[config.mk]
export PLATFORM = sky130hd
export DESIGN_NAME = mem_read_a
export DESIGN_NICKNAME = d
export VERILOG_FILES = /design/src/rtl/mem_read_a.sv
export SDC_FILE = /design/constraint.sdc
export NUM_CORES = 1
export LEC_CHECK = 0
export BUFFER_PORTS_ARGS = -buffer_cell sky130_fd_sc_hd__buf_2
export CORE_MARGIN = 2
export CORE_UTILIZATION = 35
export CTS_BUF_LIST = sky130_fd_sc_hd__clkbuf_4 sky130_fd_sc_hd__clkbuf_8
export CTS_CLUSTER_DIAMETER = 30
export DETAILED_ROUTE_END_ITERATION = 12
export PLACE_DENSITY = 0.65
export SLEW_MARGIN = 20
export SYNTH_ARGS = -nofsm -noshare
export SYNTH_HDL_FRONTEND = slang
export SYNTH_SLANG_ARGS = --single-unit
[constraint.sdc]
create_clock -name clk -period 3 [get_ports clk]
set_clock_uncertainty 0.2 [all_clocks]
set_input_delay 0.6 -clock clk [delete_from_list [all_inputs] [get_ports clk]]
set_output_delay 0.6 -clock clk [all_outputs]
set_load 0.03 [all_outputs]
[src/rtl/mem_read_a.sv]
// mem_read_a
// Read-side sequencer for the N1 A-operand banks. The banks are filled
// row-interleaved: bank r holds rows r, r+N1, ... and a word sits at in-bank
// address phase*M2 + col.
//
// The block walks every row-phase of A and repeats each phase once per
// B column tile. The bank-0 stream is then skewed one cycle per row, so the
// operands arrive at the west edge of the systolic array already aligned.
//
// Ports
//   clk, rst      clock; synchronous active-high reset
//   start         pulse that begins a full read pass (only honoured in IDLE)
//   M2            inner dimension (columns of A)
//   M1dN1         number of row-phases of A
//   M3dN2         number of B column tiles (repeats per phase)
//   ready         array accepts a beat; low freezes the whole block
//   rd_addr_A     per-bank read address, bank r at [r*ADDR_W +: ADDR_W]
//   rd_en_A       per-bank read enable
//   last_k_A      per-bank flag marking the k == M2-1 beat (accumulator flush)
//   busy          pass in progress
//   done          one-cycle pulse at end of pass
module mem_read_a #(
    parameter int N1           = 4,
    parameter int MATRIXSIZE_W = 16,
    parameter int ADDR_W       = 12
) (
    input  logic                     clk,
    input  logic                     rst,
    input  logic                     start,
    input  logic [MATRIXSIZE_W-1:0]  M2,
    input  logic [MATRIXSIZE_W-1:0]  M1dN1,
    input  logic [MATRIXSIZE_W-1:0]  M3dN2,
    input  logic                     ready,
    output logic [N1*ADDR_W-1:0]     rd_addr_A,
    output logic [N1-1:0]            rd_en_A,
    output logic [N1-1:0]            last_k_A,
    output logic                     busy,
    output logic                     done
);

    typedef enum logic [1:0] {IDLE, STREAM, DRAIN, FIN} state_t;

    localparam logic [MATRIXSIZE_W-1:0] ONE       = MATRIXSIZE_W'(1);
    localparam logic [MATRIXSIZE_W-1:0] DRAIN_MAX = MATRIXSIZE_W'(N1 - 2);

    state_t state_q, state_d;

    logic [MATRIXSIZE_W-1:0] m2_q, m1_q, m3_q;
    logic [MATRIXSIZE_W-1:0] k_q, rep_q, phase_q, drain_q;
    logic [ADDR_W-1:0]       offset_q;

    logic k_last, rep_last, phase_last, last_beat, dims_zero;

    logic              b0_en, b0_last;
    logic [ADDR_W-1:0] b0_addr;

    logic [ADDR_W-1:0] stg_addr [N1-1];
    logic              stg_en   [N1-1];
    logic              stg_last [N1-1];

    assign k_last     = (k_q == m2_q - ONE);
    assign rep_last   = (rep_q == m3_q - ONE);
    assign phase_last = (phase_q == m1_q - ONE);
    assign last_beat  = k_last && rep_last && phase_last;
    assign dims_zero  = (M2 == '0) || (M1dN1 == '0) || (M3dN2 == '0);

    // State register.
    always_ff @(posedge clk) begin
        if (rst) state_q <= IDLE;
        else     state_q <= state_d;
    end

    // Next-state logic plus the bank-0 beat and status outputs. Every
    // transition waits for ready so a stall freezes DRAIN and FIN as well.
    always_comb begin
        state_d = state_q;
        b0_en   = 1'b0;
        b0_last = 1'b0;
        b0_addr = '0;
        busy    = 1'b0;
        done    = 1'b0;
        case (state_q)
            IDLE: begin
                if (start && ready) state_d = dims_zero ? FIN : STREAM;
            end
            STREAM: begin
                b0_en   = 1'b1;
                b0_last = k_last;
                b0_addr = offset_q + k_q[ADDR_W-1:0];
                busy    = 1'b1;
                if (ready && last_beat) state_d = DRAIN;
            end
            DRAIN: begin
                busy = 1'b1;
                if (ready && drain_q == DRAIN_MAX) state_d = FIN;
            end
            FIN: begin
                done = 1'b1;
                if (ready) state_d = IDLE;
            end
            default: state_d = IDLE;
        endcase
    end

    // Loop counters. k is innermost, then rep, then phase. The phase offset is
    // an accumulator, so no multiplier is needed, and the address wraps at
    // ADDR_W. The offset is cleared after the last beat so that idle addresses
    // read back as zero.
    always_ff @(posedge clk) begin
        if (rst) begin
            m2_q     <= '0;
            m1_q     <= '0;
            m3_q     <= '0;
            k_q      <= '0;
            rep_q    <= '0;
            phase_q  <= '0;
            drain_q  <= '0;
            offset_q <= '0;
        end else if (ready) begin
            case (state_q)
                IDLE: begin
                    if (start) begin
                        m2_q     <= M2;
                        m1_q     <= M1dN1;
                        m3_q     <= M3dN2;
                        k_q      <= '0;
                        rep_q    <= '0;
                        phase_q  <= '0;
                        drain_q  <= '0;
                        offset_q <= '0;
                    end
                end
                STREAM: begin
                    drain_q <= '0;
                    if (!k_last) begin
                        k_q <= k_q + ONE;
                    end else begin
                        k_q <= '0;
                        if (!rep_last) begin
                            rep_q <= rep_q + ONE;
                        end else begin
                            rep_q <= '0;
                            if (phase_last) begin
                                phase_q  <= '0;
                                offset_q <= '0;
                            end else begin
                                phase_q  <= phase_q + ONE;
                                offset_q <= offset_q + m2_q[ADDR_W-1:0];
                            end
                        end
                    end
                end
                DRAIN: drain_q <= drain_q + ONE;
                default: ;
            endcase
        end
    end

    // Skew pipeline. Stage i feeds bank i+1. Outside STREAM the bank-0 beat is
    // all zeros, so DRAIN flushes the stages with empty beats.
    always_ff @(posedge clk) begin
        if (rst) begin
            for (int i = 0; i < N1-1; i++) begin
                stg_addr[i] <= '0;
                stg_en[i]   <= 1'b0;
                stg_last[i] <= 1'b0;
            end
        end else if (ready) begin
            stg_addr[0] <= b0_addr;
            stg_en[0]   <= b0_en;
            stg_last[0] <= b0_last;
            for (int i = 1; i < N1-1; i++) begin
                stg_addr[i] <= stg_addr[i-1];
                stg_en[i]   <= stg_en[i-1];
                stg_last[i] <= stg_last[i-1];
            end
        end
    end

    // Per-bank outputs. The enable is gated by ready combinationally, so a
    // stalled beat is never issued twice.
    always_comb begin
        rd_addr_A = '0;
        rd_en_A   = '0;
        last_k_A  = '0;
        rd_addr_A[ADDR_W-1:0] = b0_addr;
        rd_en_A[0]            = b0_en & ready;
        last_k_A[0]           = b0_last & b0_en;
        for (int r = 1; r < N1; r++) begin
            rd_addr_A[r*ADDR_W +: ADDR_W] = stg_addr[r-1];
            rd_en_A[r]                    = stg_en[r-1] & ready;
            last_k_A[r]                   = stg_last[r-1] & stg_en[r-1];
        end
    end

endmodule

==> metrics.csv <==
metric,value,unit
status,finished with violations,
failing checks,setup timing,
Skew-Pair Late Insertion Delay,490,ps
clock root cell,clkbuf_8,
P_leak,5.19,nW
Initial Util,35.7,%
remaining routing DRC violations,0,
min Tclk post-route,3720,ps
Via density,5.16,
routed vias,8711,
CP Capture Type,output pin,
crit path kind,reg2out,
WP data required,2200,ps
Yosys reg bits,168,
WL/cell,15.1,um
WL final,25500,um
reg2reg end,rep_q[10],
Yosys top cell area share,26.2,%
final setup margin,-720,ps
Yosys cell types,75,
core area,0.0270,mm^2
Synth area leader,dfxtp_1,
area grow syn2layout,30.2,%
Crit. Startpoint,m2_q[9],
All-Layer GR Usage,17.2,%
Max Root-Sink Buffers,2,
grt ovf,0,
TritonCTS clock tree,yes,
cells on worst reg2reg path,14,
Pre-antenna DRT Iters,5,
Post-Route Setup TNS,-26810,ps
vias in the first global route,8113,
Slew HR,36.2,%
Ant. Diodes,0,
DP Area,0.0114,mm^2
Synth area leaders,"dfxtp_1, edfxtp_1, nand2_1, xor2_1, xnor2_1",
"Reg clk slew, reported paths",110,ps
buffers added on ports,109,
largest net degree at the start of global routing,71,
Die Ht,170,um
die area,0.0289,mm^2
RePlAce Congestion,0.857,
cells along the critical path,or4_4 > or3_4 > o31ai_4 > o2111ai_2 > nor4_2 > buf_4 > and2_1 > buf_6,
fin util,46.4,%
worst reg-to-reg setup slack,-530,ps
Most used DFF post-synth,dfxtp_1,
Avg Inst Size Synth,8.51,um^2
number of H-tree levels,4,
die extent in x,170,um
Max-Cap Viols,0,
YS warnings,0,
Synth top cells by count,"nand2_1, dfxtp_1, a21oi_1, nor2_1, xor2_1",
Nets,1423,
Max Slew Vio Count,0,
RR Startpoint,m2_q[9],
Worst VDD drop,0.279,mV
startpoint types,register,
final hold vios,0,
crit-path max FO,6,
Synth Cell Area,0.00964,mm^2
Final HPWL DP,18500,um
initial antenna violation count,2,
Min-Delay Path Class,in2reg,
worst hold slack,151,ps
Detailed Route Iter0 Violations,526,
row cnt,60,
Final Setup Violations,70,
syn nets,1220,
"EDFF count, synth",42,
most common cell in the netlist,nand2_1,
Crit. path cell count,8,
first-pass GRT wire length,40200,um
f_max,269,MHz
"slowest stage cell, crit path",or4_4,
hold_sp,M2[13],
CP max stage delay,580,ps
io pins,110,
worst setup path endpoint,last_k_A[0],
share of cells above drive strength 1,29.4,%
Final Cycle Share,124,%
crit path DAT,2920,ps
Async SR Flop Fraction,0,%
Setup WS pre-CTS,-428,ps
Num CTS Buffers,17,
Top delay family on crit path,simple AND/OR/NAND/NOR gates,
sequential fraction of the synthesis area,39.3,%
CTS Sinks,168,
unrepaired setup endpoints after global routing,true,
Pwr per Cell Area,547,mW/mm^2
Cells after Synth,1132,
antenna-violating nets left,0,
Worst-Margin Slew,957,ps
CTS Hold Bufs,0,
WP buf/inv,2,
post-route cell area,0.0126,mm^2
## repair_timing
action | in CTS | in global routing
setup buffers | 5 | 12
cloned | 1 | 4
resized for setup | 59 | 68
setup endpoints to repair | 70 | 72
pin swaps | 26 | 25
## registers in the layout (all words and copies together) (netlist names)
signal    flops
stg_addr     36
stg_en        3
stg_last      3
phase_q      16
m1_q         16
m2_q         16
k_q          16
m3_q         16
state_q       2
rep_q        16
offset_q     12
drain_q      16
## placed cells by master (no fill, tap or decap), types with 14 or more instances in the layout
cell,instances
nor3_1,19
ha_1,31
and2_1,54
xor2_1,58
inv_1,33
nor3_2,14
buf_2,99
edfxtp_1,42
nand2_1,150
xnor2_1,48
nor2_1,62
buf_6,17
nor4_1,30
nand4_1,31
nand3_1,32
and3_1,24
o21ai_1,19
clkbuf_8,17
buf_4,122
dfxtp_1,118
a21oi_1,79
## metrics by stage
step | instances | power [mW]
after global routing | 1689 | 7.25
after CTS | 1675 | 6.68
after floorplan | 1132 | 4.09
after global placement | 1639 | 4.89
after detailed placement | 1639 | 4.92
final | 1689 | 6.86
## report_power, final
part / total [mW] / switching [mW] / internal [mW]
clock network: 1.68 / 1.04 / 0.639
logic: 2.62 / 1.46 / 1.17
registers: 2.56 / 0.108 / 2.45
## area by class of cell
class	instances	area, um^2
Clock buffer	17	234
Clock inverter	15	169
Fill cell	2601	14500
Inverter	33	124
Multi-Input combinational cell	867	6000
Sequential cell	168	3800
Tap cell	341	427
Timing Repair Buffer	248	1800
## worst min-delay path by stage
stage	end	slack, ps	cells after the start
2_1_floorplan	offset_q[3]	240	2
3_3_place_gp	m2_q[15]	260	2
3_5_place_dp	m2_q[1]	270	2
4_1_cts	m3_q[7]	130	3
5_1_grt	m3_q[15]	140	3
6_report	m2_q[13]	150	3
## routing by layer
layer  GRT usage [%]  up-vias  wire, um
met2            27.9      175     11800
met1            23.1     4061     12200
li1                -     4448         -
met4            4.87        2       401
met5               0        -        11
met3            3.44       25      1050
## worst reg2reg max path, stage by stage, from the launching register on
cell and delay (ps):
dfxtp_2 330, or4_4 580, or3_4 370, or4_4 500
o2111ai_2 100, nor4_2 80, buf_4 150, buf_4 130
buf_6 110, o21a_4 220, buf_12 140, buf_8 140
buf_4 140, a21bo_1 160, a21oi_1 110
## logic make-up after synthesis
group / count (synthesis) / synth area share [%]
xor gates and xnor gates: 117 / 10.6
DFF: 168 / 39.3
buffers and inverters: 97 / 4.23
adders and majority gates: 36 / 4.83
muxes: 3 / 0.325
AOI/OAI and AO/OA: 219 / 14.4
and+or+nand+nor: 492 / 26.3
Note: power is estimated with default switching activity, not from simulation.
